===== config.mk =====
export PLATFORM = sky130hd
export DESIGN_NAME = spi_xfer_arbiter
export DESIGN_NICKNAME = d
export VERILOG_FILES = /design/src/rtl/spi_xfer_arbiter.sv
export SDC_FILE = /design/constraint.sdc
export NUM_CORES = 1
export LEC_CHECK = 0
export ABC_CLOCK_PERIOD_IN_PS = 2220
export CAP_MARGIN = 20
export CELL_PAD_IN_SITES_DETAIL_PLACEMENT = 1
export CELL_PAD_IN_SITES_GLOBAL_PLACEMENT = 1
export CORE_ASPECT_RATIO = 0.8
export CORE_MARGIN = 2
export CORE_UTILIZATION = 35
export CTS_BUF_LIST = sky130_fd_sc_hd__clkbuf_4
export DETAILED_ROUTE_END_ITERATION = 16
export PLACE_DENSITY_LB_ADDON = 0.1
export SYNTH_ARGS = -nofsm -noshare
export SYNTH_HDL_FRONTEND = slang
export SYNTH_SLANG_ARGS = --single-unit
export TNS_END_PERCENT = 100

===== constraint.sdc =====
create_clock -name clk_clk -period 2.22 [get_ports clk_clk]
set_clock_uncertainty 0.05 [all_clocks]
set_input_delay 0.666 -clock clk_clk [delete_from_list [all_inputs] [get_ports clk_clk]]
set_output_delay 0.666 -clock clk_clk [all_outputs]
set_load 0.005 [all_outputs]

===== src/rtl/spi_xfer_arbiter.sv =====
// Round-robin SPI transaction controller sharing one byte engine between two requesters.
// Optional per-byte watchdog enabled by defining SPI_ARB_TIMEOUT_EN.
module spi_xfer_arbiter #(
  parameter int unsigned SETUP_CYC   = 2,
  parameter int unsigned HOLD_CYC    = 2,
  parameter int unsigned GAP_CYC     = 1,
  parameter int unsigned TIMEOUT_CYC = 1024
) (
  input  logic       clk_clk,
  input  logic       reset_reset,
  input  logic [1:0] req,
  input  logic [3:0] len0,
  input  logic [3:0] len1,
  input  logic [7:0] tx_data0,
  input  logic [7:0] tx_data1,
  output logic [1:0] gnt,
  output logic       tx_ack,
  output logic       rx_valid,
  output logic [7:0] rx_data,
  output logic       done,
  output logic       err,
  output logic       eng_start,
  output logic [7:0] eng_tx,
  input  logic       eng_busy,
  input  logic       eng_done,
  input  logic [7:0] eng_rx,
  output logic       ss_n
);

  typedef enum logic [2:0] {
    ST_IDLE,
    ST_ARB,
    ST_SETUP,
    ST_LOAD,
    ST_WAIT,
    ST_GAP,
    ST_HOLD
  } state_e;

  localparam logic [3:0] SETUP_M1 = 4'(SETUP_CYC - 1);
  localparam logic [3:0] HOLD_N   = 4'(HOLD_CYC);
  localparam logic [3:0] GAP_N    = 4'(GAP_CYC);

  if (SETUP_CYC < 1 || SETUP_CYC > 15 || HOLD_CYC < 1 || HOLD_CYC > 15 ||
      GAP_CYC > 15 || TIMEOUT_CYC < 1) begin : g_param_check
    $error("spi_xfer_arbiter: parameter out of range");
  end

  state_e     state_q, state_d;
  logic [1:0] gnt_q, gnt_d;
  logic       last_q, last_d;
  logic [3:0] bcnt_q, bcnt_d;
  logic [3:0] pcnt_q, pcnt_d;
  logic       ss_n_q, ss_n_d;
  logic       tx_ack_q, tx_ack_d;
  logic       rx_valid_q, rx_valid_d;
  logic [7:0] rx_data_q, rx_data_d;
  logic       done_q, done_d;
  logic       eng_start_q, eng_start_d;
  logic [7:0] eng_tx_q, eng_tx_d;
  logic       win1;
  logic [7:0] sel_tx;

`ifdef SPI_ARB_TIMEOUT_EN
  localparam int unsigned WD_W = $clog2(TIMEOUT_CYC + 1);
  localparam logic [WD_W-1:0] WD_LAST = WD_W'(TIMEOUT_CYC - 1);

  logic [WD_W-1:0] wd_q, wd_d;
  logic            err_q, err_d;
`endif

  always_comb begin
    state_d     = state_q;
    gnt_d       = gnt_q;
    last_d      = last_q;
    bcnt_d      = bcnt_q;
    pcnt_d      = pcnt_q;
    ss_n_d      = ss_n_q;
    rx_data_d   = rx_data_q;
    eng_tx_d    = eng_tx_q;
    tx_ack_d    = 1'b0;
    rx_valid_d  = 1'b0;
    done_d      = 1'b0;
    eng_start_d = 1'b0;
`ifdef SPI_ARB_TIMEOUT_EN
    wd_d        = wd_q;
    err_d       = 1'b0;
`endif
    win1   = (req == 2'b11) ? ~last_q : req[1];
    sel_tx = gnt_q[1] ? tx_data1 : tx_data0;

    unique case (state_q)
      ST_IDLE: begin
        if (|req) state_d = ST_ARB;
      end
      ST_ARB: begin
        if (req == 2'b00) begin
          state_d = ST_IDLE;
        end else begin
          gnt_d   = win1 ? 2'b10 : 2'b01;
          last_d  = win1;
          bcnt_d  = win1 ? len1 : len0;
          ss_n_d  = 1'b0;
          // LOAD supplies the last setup cycle, since eng_start is registered out of it
          pcnt_d  = SETUP_M1;
          state_d = (SETUP_M1 == 4'd0) ? ST_LOAD : ST_SETUP;
        end
      end
      ST_SETUP: begin
        if (pcnt_q <= 4'd1) state_d = ST_LOAD;
        else                pcnt_d  = pcnt_q - 4'd1;
      end
      ST_LOAD: begin
        if (!eng_busy) begin
          eng_start_d = 1'b1;
          tx_ack_d    = 1'b1;
          eng_tx_d    = sel_tx;
`ifdef SPI_ARB_TIMEOUT_EN
          wd_d        = '0;
`endif
          state_d     = ST_WAIT;
        end
      end
      ST_WAIT: begin
        if (eng_done) begin
          rx_data_d  = eng_rx;
          rx_valid_d = 1'b1;
          if (bcnt_q == 4'd0) begin
            pcnt_d  = HOLD_N;
            state_d = ST_HOLD;
          end else begin
            bcnt_d = bcnt_q - 4'd1;
            pcnt_d = GAP_N;
            state_d = (GAP_N == 4'd0) ? ST_LOAD : ST_GAP;
          end
        end
`ifdef SPI_ARB_TIMEOUT_EN
        else if (wd_q == WD_LAST) begin
          err_d   = 1'b1;
          pcnt_d  = HOLD_N;
          state_d = ST_HOLD;
        end else begin
          wd_d = wd_q + WD_W'(1);
        end
`endif
      end
      ST_GAP: begin
        if (pcnt_q <= 4'd1) state_d = ST_LOAD;
        else                pcnt_d  = pcnt_q - 4'd1;
      end
      ST_HOLD: begin
        if (pcnt_q <= 4'd1) begin
          done_d  = 1'b1;
          ss_n_d  = 1'b1;
          gnt_d   = 2'b00;
          state_d = ST_IDLE;
        end else begin
          pcnt_d = pcnt_q - 4'd1;
        end
      end
      default: state_d = ST_IDLE;
    endcase
  end

  always_ff @(posedge clk_clk or posedge reset_reset) begin
    if (reset_reset) begin
      state_q     <= ST_IDLE;
      gnt_q       <= '0;
      last_q      <= 1'b1;
      bcnt_q      <= '0;
      pcnt_q      <= '0;
      ss_n_q      <= 1'b1;
      tx_ack_q    <= 1'b0;
      rx_valid_q  <= 1'b0;
      rx_data_q   <= '0;
      done_q      <= 1'b0;
      eng_start_q <= 1'b0;
      eng_tx_q    <= '0;
`ifdef SPI_ARB_TIMEOUT_EN
      wd_q        <= '0;
      err_q       <= 1'b0;
`endif
    end else begin
      state_q     <= state_d;
      gnt_q       <= gnt_d;
      last_q      <= last_d;
      bcnt_q      <= bcnt_d;
      pcnt_q      <= pcnt_d;
      ss_n_q      <= ss_n_d;
      tx_ack_q    <= tx_ack_d;
      rx_valid_q  <= rx_valid_d;
      rx_data_q   <= rx_data_d;
      done_q      <= done_d;
      eng_start_q <= eng_start_d;
      eng_tx_q    <= eng_tx_d;
`ifdef SPI_ARB_TIMEOUT_EN
      wd_q        <= wd_d;
      err_q       <= err_d;
`endif
    end
  end

  assign gnt       = gnt_q;
  assign tx_ack    = tx_ack_q;
  assign rx_valid  = rx_valid_q;
  assign rx_data   = rx_data_q;
  assign done      = done_q;
  assign eng_start = eng_start_q;
  assign eng_tx    = eng_tx_q;
  assign ss_n      = ss_n_q;

`ifdef SPI_ARB_TIMEOUT_EN
  assign err = err_q;
`else
  assign err = 1'b0;
`endif

endmodule


==> results of run 1 <==
[metal layers]
| metal | GRT usage (%) | up-vias | wire, um |
|---|---|---|---|
| li1 | - | 739 | - |
| met1 | 22.46 | 740 | 2203 |
| met2 | 31.94 | 35 | 2385 |
| met3 | 4.343 | 6 | 246 |
| met4 | 4.762 | 0 | 42 |
| met5 | 0 | - | 0 |
[cell type report]
type | instances | area, um^2
clock inverters | 1 | 30.03
clock buffers | 7 | 52.55
fillers | 567 | 2411
well taps | 62 | 77.57
flip-flops and latches | 34 | 853.3
multi-input cells | 116 | 865.8
repair buffers | 71 | 683.2
inverters | 9 | 33.78
[cells by family (layout without fill, tap and decap cells)]
| logic type | Yosys count | after routing | share of synthesized area [%] |
|---|---|---|---|
| compound gates | 43 | 43 | 17.05 |
| simple gates | 42 | 42 | 12.56 |
| flops | 34 | 34 | 47.07 |
| mux | 24 | 24 | 14.15 |
| buf+inv | 19 | 88 | 5.175 |
| fa+ha+maj | 5 | 5 | 3.313 |
| other cells | 1 | 1 | 0.2068 |
| xor+xnor | 1 | 1 | 0.4832 |
[power by group]
part	leakage [nW]	internal, mW	switching, mW
registers	0.411	0.906	0.246
logic	0.644	0.948	0.735
clock network	0.0463	0.263	0.202
[through the flow]
stage / hold WS, ns / power, mW / area, um^2 / setup TNS [ns]
floorplan: 0.4312 / 2.108 / 1813 / 0
global placement: 0.4380 / 2.761 / 2514 / -0.0003217
detailed placement: 0.4454 / 2.860 / 2514 / -0.1771
CTS: 0.4706 / 3.350 / 2596 / 0
global route: 0.5003 / 3.566 / 2596 / 0
finish: 0.4661 / 3.300 / 2596 / 0
[layout by cell type (no fill, tap or decap), types with 3 or more instances in the layout]
cell type and n:
clkdlybuf4s50_1 60, dfrtp_1 32, nor2_1 18, mux2i_1 14, a21oi_1 13, buf_4 11
inv_1 9, mux2_2 9, nand2_1 7, clkbuf_4 7, o21ai_0 5, ha_1 4
nand2b_1 3, nor3_1 3
[synth_stat cells, drive strengths merged (3+ instances only)]
library cell | instances | area [um^2]
a21oi | 13 | 65.06
nor2 | 18 | 67.56
nor3 | 4 | 25.02
dfrtp | 32 | 800.8
inv | 9 | 33.78
buf | 8 | 52.54
nand2b | 3 | 18.77
ha | 4 | 50.05
mux2 | 10 | 116.4
mux2i | 14 | 140.1
nand2 | 7 | 26.28
o21ai | 5 | 25.02
[sequential cells by signal, indices dropped and copies added (netlist names), 2 cells and up]
| register | cells |
|---|---|
| state_q | 3 |
| rx_data | 8 |
| bcnt_q | 4 |
| pcnt_q | 4 |
| eng_tx | 8 |
| gnt | 2 |
[worst paths after layout]
path                             startpoint    endpoint  slack [ns]  cells after the start
worst max-delay path                   ss_n        ss_n        0.14                      1
min in group asynchronous       reset_reset  rx_data[2]        0.70                      3
worst max register to register    pcnt_q[0]   pcnt_q[3]        0.17                      7
max in group asynchronous       reset_reset        ss_n        1.09                      3
worst min register to register   rx_data[5]  rx_data[5]        0.47                      1
worst min-delay path             rx_data[5]  rx_data[5]        0.47                      1
==> reports/qor.yml, run 1 <==
outcome:
  status: "finished clean"
drt:
  drt-vias-per-instance: 5.067
  drt-initial-drc-count: 58
  drt-wirelength-per-cell_um: 16.26
  finalWirelength_um: 4877
  ant_nets: 0
  firstDrtPassIters: 4
  drc: 0
  vias: 1520
synthesis:
  ys_ff_latch: 34
  synth_ff_type: "dfrtp_1"
  yosysSeqAreaShare_pct: 47.07
  syn_area_um2: 1813
  synthCells: 169
  postSynth.asyncResetShare_pct: 100.0
  synth_fp_nets: 211
  synth_warnings: 0
  synth-edff-count: 0
  postSynthAreaPerCell_um2: 10.73
  synth_cell_types: 51
clocking:
  cts_resized: 0
  clkTransAtPathRegs_ns: 0.10
  cts.hold.buffers_added: 0
  cts_inserted_buffers: 5
  htree_levels: 2
  cts_setup_buffers: 0
  clk_latency_ns: 0.33
  cts_buffer_depth: 2
  cts_tree: "done"
  cts.sinks: 34
  cts-root-buf: "clkbuf_4"
critical_path:
  cp_data_required_time_ns: 1.50
  cp_slowest_cell: "dfstp_2"
  cpPeakStageDelay_ns: 0.54
  path_buf_inv: 1
  crit_fanout: 2
  startpoint_type: "flop"
  crit_path_end_kind: "primary output"
  crit_path_cell_trace: "clkdlybuf4s50_1"
  cp.arrival_ns: 1.37
  cp_top_family: "flip-flops"
  criticalPathCategory: "reg -> out"
global_routing:
  grt_pass1_wl_um: 7990
  grt_max_degree: 35
  antenna_found_initial: 0
  grt-ovfl-total: 0
  grt_pass1_vias: 1605
  grt_use_total_pct: 18.02
die:
  dieArea_um2: 5775
  die_h_um: 68.38
  ios: 62
  core_area_um2: 5007
  start_util_pct: 36.21
  std_cell_rows: 23
  die_w_um: 84.47
place:
  place_congestion: 0.7791
  place_inst: 292
  place_ws_ns: -0.06809
  hpwl_um: 3797
  numPortBuffers: 60
pwr:
  powerDensity_nw_per_um2: 1271
  peakVddDrop_v: 0.0005147
  p_leak_nw: 1.101
cells_and_area:
  fin_nets: 279
  final-instance-count-excl-fill: 300
  antennaDiodeCount: 0
  layout-drive-gt1-share_pct: 17.23
  final_util_pct: 51.85
  synthToLayoutAreaGrowth_pct: 43.20
min_path:
  min_path_type: "reg -> reg"
sta:
  setup_slack_ns: 0.1390
  final-setup-viol-count: 0
  fin_crit_ns: 2.081
  fin_crit_sh_pct: 93.74
  hold_violations: 0
  rsz0062_at_grt: "false"
  drv_slew: 0
  fmax_ghz: 0.4805
job:
  max_cap_viol_count: 0
(Power assumes the default switching activity.)
==> inputs of run 2 (changes only) <==
--- a/config.mk
+++ b/config.mk
@@ -18,4 +18,4 @@
 export SYNTH_ARGS = -nofsm -noshare
 export SYNTH_HDL_FRONTEND = slang
 export SYNTH_SLANG_ARGS = --single-unit
-export TNS_END_PERCENT = 100
+export TNS_END_PERCENT = 30
==> results of run 2 <==
No change in the layout: final DEF, timing and power equal those of run 1.
==> inputs of run 3 (changes only) <==
--- a/config.mk
+++ b/config.mk
@@ -5,6 +5,7 @@
 export SDC_FILE = /design/constraint.sdc
 export NUM_CORES = 1
 export LEC_CHECK = 0
+export ABC_AREA = 0
 export ABC_CLOCK_PERIOD_IN_PS = 2220
 export CAP_MARGIN = 20
 export CELL_PAD_IN_SITES_DETAIL_PLACEMENT = 1
@@ -13,6 +14,7 @@
 export CORE_MARGIN = 2
 export CORE_UTILIZATION = 35
 export CTS_BUF_LIST = sky130_fd_sc_hd__clkbuf_4
+export CTS_CLUSTER_SIZE = 25
 export DETAILED_ROUTE_END_ITERATION = 16
 export PLACE_DENSITY_LB_ADDON = 0.1
 export SYNTH_ARGS = -nofsm -noshare
==> results of run 3 <==
No change in the layout: final DEF, timing and power equal those of run 1.
